==> src/rtl/rll_key_loader.sv <==
// rtl/rll_key_loader.sv - key loader that assembles, frame-checks and atomically applies an RLL key
module rll_key_loader #(
  parameter int KEY_WIDTH   = 32,
  parameter int CHUNK_WIDTH = 8
) (
  input  logic                   clk,
  input  logic                   rst_n,
  input  logic                   cfg_start,
  input  logic                   cfg_valid,
  output logic                   cfg_ready,
  input  logic [CHUNK_WIDTH-1:0] cfg_data,
  input  logic                   cfg_last,
  input  logic                   key_zero,
  output logic [KEY_WIDTH-1:0]   key_out,
  output logic                   key_valid,
  output logic                   load_err,
  output logic                   busy
);

  localparam int NBEATS = KEY_WIDTH / CHUNK_WIDTH;
  localparam int CNT_W  = (NBEATS > 1) ? $clog2(NBEATS) : 1;
  localparam logic [CNT_W-1:0] LAST_CNT = CNT_W'(NBEATS - 1);

  // Reject key/chunk geometries that cannot be framed into whole beats
  generate
    if ((KEY_WIDTH % CHUNK_WIDTH) != 0 || CHUNK_WIDTH > KEY_WIDTH) begin : g_bad_params
      $error("rll_key_loader: KEY_WIDTH must be a non-zero multiple of CHUNK_WIDTH");
    end
  endgenerate

  typedef enum logic [1:0] {
    S_IDLE,
    S_LOAD,
    S_COMMIT,
    S_ERROR
  } state_t;

  state_t state, state_nxt;

  logic [KEY_WIDTH-1:0]             shadow;
  logic [CNT_W-1:0]                 cnt;
  logic [KEY_WIDTH+CHUNK_WIDTH-1:0] shift_full;
  logic                             accept;
  logic                             at_last;

  // A beat presented alongside a restart or zeroize is dropped, so both take precedence here
  assign accept     = (state == S_LOAD) && cfg_valid && !cfg_start && !key_zero;
  assign at_last    = (cnt == LAST_CNT);
  assign shift_full = {shadow, cfg_data};

  // State register
  always_ff @(posedge clk or negedge rst_n) begin
    if (!rst_n) state <= S_IDLE;
    else        state <= state_nxt;
  end

  // Next-state decode plus the two state-decoded outputs
  always_comb begin
    state_nxt = state;
    cfg_ready = 1'b0;
    busy      = 1'b0;
    case (state)
      S_IDLE: begin
        if (cfg_start) state_nxt = S_LOAD;
      end
      S_LOAD: begin
        cfg_ready = 1'b1;
        busy      = 1'b1;
        if (cfg_start) begin
          state_nxt = S_LOAD;
        end else if (accept) begin
          if (cfg_last && at_last)      state_nxt = S_COMMIT;
          else if (cfg_last || at_last) state_nxt = S_ERROR;
        end
      end
      S_COMMIT: begin
        busy      = 1'b1;
        state_nxt = S_IDLE;
      end
      S_ERROR: begin
        if (cfg_start) state_nxt = S_LOAD;
      end
      default: state_nxt = S_IDLE;
    endcase
    if (key_zero) state_nxt = S_IDLE;
  end

  // Shadow assembly, beat counter, atomic commit and sticky framing error
  always_ff @(posedge clk or negedge rst_n) begin
    if (!rst_n) begin
      shadow    <= '0;
      cnt       <= '0;
      key_out   <= '0;
      key_valid <= 1'b0;
      load_err  <= 1'b0;
    end else if (key_zero) begin
      shadow    <= '0;
      cnt       <= '0;
      key_out   <= '0;
      key_valid <= 1'b0;
    end else begin
      case (state)
        S_IDLE, S_ERROR: begin
          if (cfg_start) begin
            cnt      <= '0;
            shadow   <= '0;
            load_err <= 1'b0;
          end else if (state == S_ERROR) begin
            shadow <= '0;
          end
        end
        S_LOAD: begin
          if (cfg_start) begin
            cnt      <= '0;
            shadow   <= '0;
            load_err <= 1'b0;
          end else if (accept) begin
            shadow <= shift_full[KEY_WIDTH-1:0];
            cnt    <= cnt + CNT_W'(1);
            // Early last or missing last: flag on the same edge that leaves LOAD
            if (cfg_last ^ at_last) load_err <= 1'b1;
          end
        end
        S_COMMIT: begin
          key_out   <= shadow;
          key_valid <= 1'b1;
        end
        default: ;
      endcase
    end
  end

endmodule
==> config.mk <==
export PLATFORM = sky130hd
export DESIGN_NAME = rll_key_loader
export DESIGN_NICKNAME = d
export VERILOG_FILES = /design/src/rtl/rll_key_loader.sv
export SDC_FILE = /design/constraint.sdc
export NUM_CORES = 1
export LEC_CHECK = 0
export ABC_AREA = 1
export CAP_MARGIN = 15
export CELL_PAD_IN_SITES_DETAIL_PLACEMENT = 0
export CELL_PAD_IN_SITES_GLOBAL_PLACEMENT = 1
export CORE_MARGIN = 1
export CORE_UTILIZATION = 40
export CTS_CLUSTER_SIZE = 20
export DETAILED_ROUTE_END_ITERATION = 12
export PLACE_DENSITY = 0.8
export RECOVER_POWER = 25
export SYNTH_ARGS = -nofsm -noshare
export SYNTH_HDL_FRONTEND = slang
export SYNTH_SLANG_ARGS = --single-unit
==> constraint.sdc <==
create_clock -name clk -period 1.9 [get_ports clk]
set_input_delay 0.57 -clock clk [delete_from_list [all_inputs] [get_ports clk]]
set_output_delay 0.57 -clock clk [all_outputs]
set_load 0.02 [all_outputs]
-- Word level (Yosys, flattened, before mapping)
Cells that the tools add are included.
- $add $sub $neg: 1
- equal/unequal tests: 11
- muxes and demuxes: 29
- bitwise gates (word level): 2
- reductions and logical operators: 17
- operators by type and width (kind ; number):
    32-bit 2-to-1 mux ; 7
    32-bit one-hot mux with 2 select lines ; 1
    2-bit 2-to-1 mux ; 10
    3-bit AND reduction ; 3
    1-bit 2-to-1 mux ; 8
    2-bit == test, second input constant ; 3
    2-bit one-hot mux with 3 select lines ; 1
    5-bit by 3-bit != test with 1-bit output, second input constant ; 1
    5-bit AND reduction ; 1
    1-bit logical AND ; 4
    4-bit by 1-bit != test with 1-bit output, second input constant ; 1
    4-bit != test, second input constant ; 1
    2-bit one-hot mux with 2 select lines ; 1
    2-bit nonzero test ; 2
    2-bit OR reduction ; 2
    3-bit by 1-bit != test with 1-bit output, second input constant ; 1
    3-bit by 2-bit != test with 1-bit output, second input constant ; 1
    3-bit != test, second input constant ; 1
    3-bit nonzero test ; 1
    2-bit by 1-bit adder with 2-bit output, second input constant ; 1
    2-bit by 1-bit == test with 1-bit output, second input constant ; 1
    1-bit zero test ; 2
    2-bit zero test ; 1
    2-bit by 1-bit != test with 1-bit output, second input constant ; 1
    other kinds (4) ; 4
- bits in registers: 70
- output and inout bits: 36
- word-level logic and storage cells: 66

-- Logic depth before layout (Yosys ltp)
Gate-level depths: netlist of the first run.
- depth in word-level cells: 8
- gate-level depth with buffers: 10
- gate-level depth less buffers: 8

-- Least setup slack after synthesis of the first run
Ideal clock, no wire load.
- path kind: register -> register
- start: register state[0]
- end: register shadow[2]
- library setup time: 0.117 ns
- arrival: 1.595 ns
- required time: 1.783 ns
- slack: 0.188 ns
- cell stages (with the launch flop): 10
- path buffers: 2
- period minus slack after synthesis: 1.712 ns
- cell sequence: dfrtp_1 inv_1 ha_1 inv_1 nand3_2 and2_1 buf_4 buf_6 nand3_2 nand2_1
- cells in the longest elaborated chain, start to end: 6
- elaborated cells on any way between the ends: 13
- those cells by class: 4 x eq/ne; 2 x mux; 7 x reduce/logical
- ends and longest elaborated chain (what ; RTL line ; source):
    start, declared ; 38 ; state_t state, state_nxt;
    start signal, assigned ; 54 ; else state <= state_nxt;
    2-bit by 1-bit == test with 1-bit output ; 47, 102 ;
    1-bit logical AND (3 in a row) ; 47 ; assign accept = (state == S_LOAD) && cfg_valid && !cfg_start && !key_zero;
    4-bit != test (no line) ; - ;
    3-bit AND reduction (no line) ; - ;
    end signal, assigned ; 118 ; shadow <= shift_full[KEY_WIDTH-1:0];
    end, declared ; 40 ; logic [KEY_WIDTH-1:0] shadow;
Parallel ways exist; a longest one is shown, timed or not.
A chain may end at the register's enable or synchronous reset.

-- Worst setup path in the final report of the first run
- start: register key_out[16]
- end: output port key_out[16]
- RTL lines (what ; RTL line ; source):
    start, declared ; 14 ; output logic [KEY_WIDTH-1:0] key_out,
    start signal, assigned ; 125 ; key_out <= shadow;
No word-level cell between the ends.

==> impl_metrics.yaml, run 1 <==
layout:
  layout.cells.non_filler: 566
  seq_area_sq_um: 1750
  synthToLayoutAreaGrowth_pct: 29.5
  layout_common_cells: "nand2_1, dfrtp_1, nor2_1"
  antennaDiodeCount: 0
  fillerInstances: 797
  final_common_cell: "nand2_1"
  multiInputGateArea_sq_um: 1340
  layout-drive-gt1-share: 0.182
  nNetsFinal: 477
worst_setup_path:
  crit_type: "reg2out"
  max_stage_delay_ps: 600
  cp.buffers_inverters: 1
  worstSetupEndpointType: "output pin"
  required_ps: 1330
  crit_family: "buffers and inverters"
  cp-start-kind: "flip-flop"
  critPathArrivalTime_ps: 1290
  slowest_stage: "clkdlybuf4s50_1"
  path_cells: "clkdlybuf4s50_1"
  cp_max_fo: 2
global_route:
  antenna_found_initial: 0
  gr-total-overflow: 0
  grt_use_total: 0.183
  grt_pass1_vias: 2570
  grt_pass1_wl_mm: 12.3
  grt_max_degree: 71
drt:
  num_vias: 2655
  drt-initial-drc-count: 158
  drt-total-wl_mm: 7.27
  vias_per_cell: 4.69
  ant_nets: 0
  dr.pass1.iters: 6
  drcViolationCount: 0
  wl_per_cell_um: 12.9
power_and_ir_drop:
  vdd.ir_drop.worst_mv: 0.479
  powerDensity_nw_per_um2: 907
  p_leak_nw: 2.44
logic_synthesis:
  yosysSeqAreaShare: 0.522
  synth_cell_types: 23
  syn-cell-area_sq_um: 3360
  synth_warnings: 0
  synth_top_family_by_area: "simple AND/OR/NAND/NOR gates"
  yosys_register_bits: 70
  synthMuxAreaShare: 0
  synth_area_per_cell_sq_um: 8.61
  syn-num-nets: 410
  synthCells: 390
  synth_xor_xnor_area_share: 0
  synthAdderAreaFrac: 0.0224
  synth-compound-area-share: 0.0402
  synth-simple-area-share: 0.332
cts:
  cts_buffer_depth: 2
  cts_sinks: 70
  worst_skew_pair.late_latency_ps: 330
  cts_max_level: 3
  postCtsHoldBufs: 0
  clkTransAtPathRegs_ps: 70
  cts_buffers: 9
  cts_tree: "built"
  root_buffer: "clkbuf_8"
  cts_setup_buffers: 0
  cts_resized: 8
placed_design:
  hpwl_mm: 4.91
  dp_slack_ps: -92.4
  port_buffers: 49
  dpl.cell_count: 551
  gp_congestion: 0.845
floorplanning:
  fp.dieArea_sq_um: 8770
  rows: 33
  die_w_um: 93.6
  start_util: 0.411
  die_h_um: 93.6
  core_sq_um: 8180
  ioPinCount: 50
min_path:
  min_path_type: "reg2reg"
timing:
  min_period_over_period: 0.979
  finalSetupViolCount: 0
  period_needed_ps: 1860
  timing.slew.headroom: 0.365
  setup_ws_ps: 39.1
  clock_skew_ps: 6.55
  fmax_mhz: 537
  rsz0062_at_grt: "no"
  tightest_slew_ps: 953
  finalHoldViolations: 0
  final-max-slew-violation-count: 0
run_status:
  status: "completed"
job:
  drv_cap: 0
cells in the mapped netlist:
cell type	instances	area share
a21oi_1	1	0.0015
and2_1	1	0.0019
buf_1	1	0.0011
buf_2	12	0.018
buf_4	1	0.0022
buf_6	5	0.017
clkbuf_1	1	0.0011
dfrtp_1	70	0.52
ha_1	6	0.022
inv_1	37	0.041
inv_2	1	0.0011
inv_4	1	0.0019
nand2_1	122	0.14
nand2_2	3	0.0056
nand3_1	16	0.024
nand3_2	32	0.095
nand3_4	1	0.0052
nand4_1	2	0.0037
nor2_1	48	0.054
nor2_2	1	0.0019
nor2_4	1	0.0034
nor3_1	1	0.0015
o21ai_0	26	0.039
layer usage:
layer,track usage,vias to the layer above,wire (um)
met1,0.254,1247,3430
met2,0.289,59,3420
li1,-,1342,-
met3,0.0415,7,344
met4,0.0462,0,73
met5,0,-,0
flip-flops by register name (all words and copies together) (netlist names):
name,cells
key_out,32
shadow,32
cnt,2
state,2
key_valid,1
load_err,1
metrics by stage:
step	hold slack [ps]	setup TNS, ps	util	total power [mW]	area, sq um
floorplan	274	0	-	2.33	3360
global placement	457	-2730	0.504	2.82	4120
detailed placement	458	-3620	0.504	2.83	4120
CTS	265	0	0.526	3.96	4300
global route	497	0	0.532	4.17	4350
finish	465	0	0.532	3.95	4350
cells by family (layout without fill, tap and decap cells):
group | Yosys count | after routing
simple gates | 228 | 228
flops | 70 | 70
buf+inv | 59 | 130
compound gates | 27 | 27
fa+ha+maj | 6 | 6
layout make-up:
| cell class | instances | area share |
|---|---|---|
| multi-input cells | 261 | 0.308 |
| flip-flops and latches | 70 | 0.403 |
| clock buffers | 14 | 0.0351 |
| clock inverters | 1 | 0.00690 |
| repair buffers | 76 | 0.182 |
| inverters | 39 | 0.0342 |
| well taps | 105 | 0.0302 |
path summary, 6_finish.rpt:
path / start / endpoint / slack, ps / cells past startpoint
worst max-delay path: key_out[16] / key_out[16] / 40 / 1
worst min-delay path: key_out[25] / key_out[25] / 460 / 2
worst max register to register: state[0] / shadow[28] / 130 / 9
worst min register to register: key_out[25] / key_out[25] / 460 / 2
max in group asynchronous: rst_n / key_out[11] / 790 / 2
min in group asynchronous: rst_n / key_out[17] / 470 / 2
power breakdown:
group          leakage [nW]  internal (mW)  total (mW)  switching [mW]
clock network        0.0908          0.638        1.15           0.507
registers             0.974           1.55        1.59          0.0372
logic                  1.37          0.477        1.21           0.738
total                  2.44           2.66        3.95            1.28
No activity file was read; power rests on OpenSTA's default activity.
==> run 2, diff against run 1 <==
--- a/config.mk
+++ b/config.mk
@@ -10,10 +10,10 @@
 export CELL_PAD_IN_SITES_DETAIL_PLACEMENT = 0
 export CELL_PAD_IN_SITES_GLOBAL_PLACEMENT = 1
 export CORE_MARGIN = 1
-export CORE_UTILIZATION = 40
+export CORE_UTILIZATION = 35
 export CTS_CLUSTER_SIZE = 20
 export DETAILED_ROUTE_END_ITERATION = 12
-export PLACE_DENSITY = 0.8
+export PLACE_DENSITY = 0.72
 export RECOVER_POWER = 25
 export SYNTH_ARGS = -nofsm -noshare
 export SYNTH_HDL_FRONTEND = slang
==> run 2 against run 1 <==
Effect of this change:
- register-to-register slack about the same
- power increased by 3.7%
- cell area increased by 0.86%
- sequential power about the same
- hold slack got worse by 230 ps
- non-clock buffer count decreased by 3
- wire length increased by 4.7%
- core utilization decreased by 5.9 points
- setup slack improved by 4.2 ps
- critical path type unchanged
- critical endpoint is now key_out[26]
- highest routed layer unchanged
==> impl_metrics.yaml, run 2 (same netlist as run 1, synthesis figures left out) <==
run_status:
  status: "completed"
cts:
  cts_tree: "built"
  cts_sinks: 70
  clkTransAtPathRegs_ps: 80
  cts_max_level: 3
  postCtsHoldBufs: 0
  cts_buffer_depth: 2
  worst_skew_pair.late_latency_ps: 330
  cts_buffers: 9
  root_buffer: "clkbuf_8"
  cts_setup_buffers: 0
floorplanning:
  die_h_um: 100
  start_util: 0.362
  die_w_um: 100
  rows: 35
  fp.dieArea_sq_um: 9990
  ioPinCount: 50
  core_sq_um: 9280
worst_setup_path:
  critPathArrivalTime_ps: 1290
  cp_max_fo: 2
  path_cells: "clkdlybuf4s50_1"
  cp.buffers_inverters: 1
  crit_family: "buffers and inverters"
  cp-start-kind: "flip-flop"
  crit_type: "reg2out"
  required_ps: 1330
  slowest_stage: "clkdlybuf4s50_1"
  max_stage_delay_ps: 600
  worstSetupEndpointType: "output pin"
timing:
  timing.slew.headroom: 0.434
  min_period_over_period: 0.977
  final-max-slew-violation-count: 0
  period_needed_ps: 1860
  rsz0062_at_grt: "no"
  finalSetupTns_ps: 0
  tightest_slew_ps: 849
  clock_skew_ps: 9.16
  fmax_mhz: 539
  finalSetupViolCount: 0
  finalHoldViolations: 0
layout:
  antennaDiodeCount: 0
  layout-drive-gt1-share: 0.183
  layout.cells.non_filler: 588
  reg_top3: "key_out x32, shadow x32"
  nNetsFinal: 474
  utilization: 0.473
  final_area_sq_um: 4390
  final_common_cell: "nand2_1"
  layout_common_cells: "nand2_1, dfrtp_1, nor2_1"
  synthToLayoutAreaGrowth_pct: 30.6
  fillerInstances: 956
drt:
  drt-total-wl_mm: 7.62
  num_vias: 2656
  ant_nets: 0
  dr.pass1.iters: 4
  vias_per_cell: 4.52
  drcViolationCount: 0
  drt-initial-drc-count: 121
  wl_per_cell_um: 13.0
power_and_ir_drop:
  p_leak_nw: 2.50
  powerDensity_nw_per_um2: 933
  vdd.ir_drop.worst_mv: 0.416
min_path:
  min_path_type: "in2async"
global_route:
  grt_use_total: 0.162
  grt_max_degree: 62
  grt_pass1_vias: 2543
  antenna_found_initial: 0
  gr-total-overflow: 0
  grt_pass1_wl_mm: 12.5
job:
  drv_cap: 0
placed_design:
  gp_congestion: 0.828
  dpl.cell_count: 572
  place_area_sq_um: 4150
  port_buffers: 49
  hpwl_mm: 4.98
## run 2: cell count changes in the layout (fill, tap and decap cells not counted), moves of 2 or more
cell and change:
buf_4 -4, clkbuf_1 -2, clkdlybuf4s50_1 -7, clkinv_2 +2, dlygate4sd2_1 +5, dlymetal6s2s_1 +2
## run 2: where the power goes
group	internal, mW	switching (mW)
Combinational	0.458	0.750
Clock	0.738	0.567
Sequential	1.55	0.0318
## run 2: final timing paths
path                            cells past startpoint         from  slack [ps]          end
worst max-delay path                                1  key_out[26]          40  key_out[26]
worst min-delay path                                1        rst_n         230  key_out[26]
worst max register to register                      9     state[0]         140   shadow[19]
worst min register to register                      2  key_out[29]         470  key_out[29]
max in group asynchronous                           2        rst_n         310   key_out[0]
min in group clk                                    2  key_out[29]         470  key_out[29]
## run 2: stage by stage
| step | total power [mW] | hold slack [ps] | setup slack (ps) |
|---|---|---|---|
| 3_5_place_dp | 2.84 | 458 | -124 |
| 4_1_cts | 4.13 | 103 | 1.43 |
| 2_1_floorplan | 2.33 | 274 | 188 |
| 3_3_place_gp | 2.83 | 455 | -101 |
| 6_report | 4.09 | 234 | 43.3 |
| 5_1_grt | 4.31 | 261 | 1.01 |
## run 2: layer usage
metal / global-route usage / share of wire / vias to the layer above
li1: - / - / 1343
met1: 0.230 / 0.51 / 1262
met2: 0.249 / 0.46 / 47
met3: 0.0244 / 0.030 / 4
met4: 0.0600 / 0.0066 / 0
met5: 0 / 0 / -
## run 2: cell type report
class | instances | area [sq um] | share of cell area
clock inverter | 6 | 86.3 | 0.0197
timing repair buffer | 73 | 781 | 0.178
sequential | 70 | 1750 | 0.399
tap | 129 | 161 | 0.0368
clock buffer | 10 | 128 | 0.0291
inverter | 39 | 149 | 0.0339
multi-input combinational | 261 | 1330 | 0.303
## run 2: timing repair
action	4_1_cts	5_1_grt
resized for setup	13	24
hold endpoints to repair	0	0
setup endpoints to repair	7	23
gates cloned	0	0
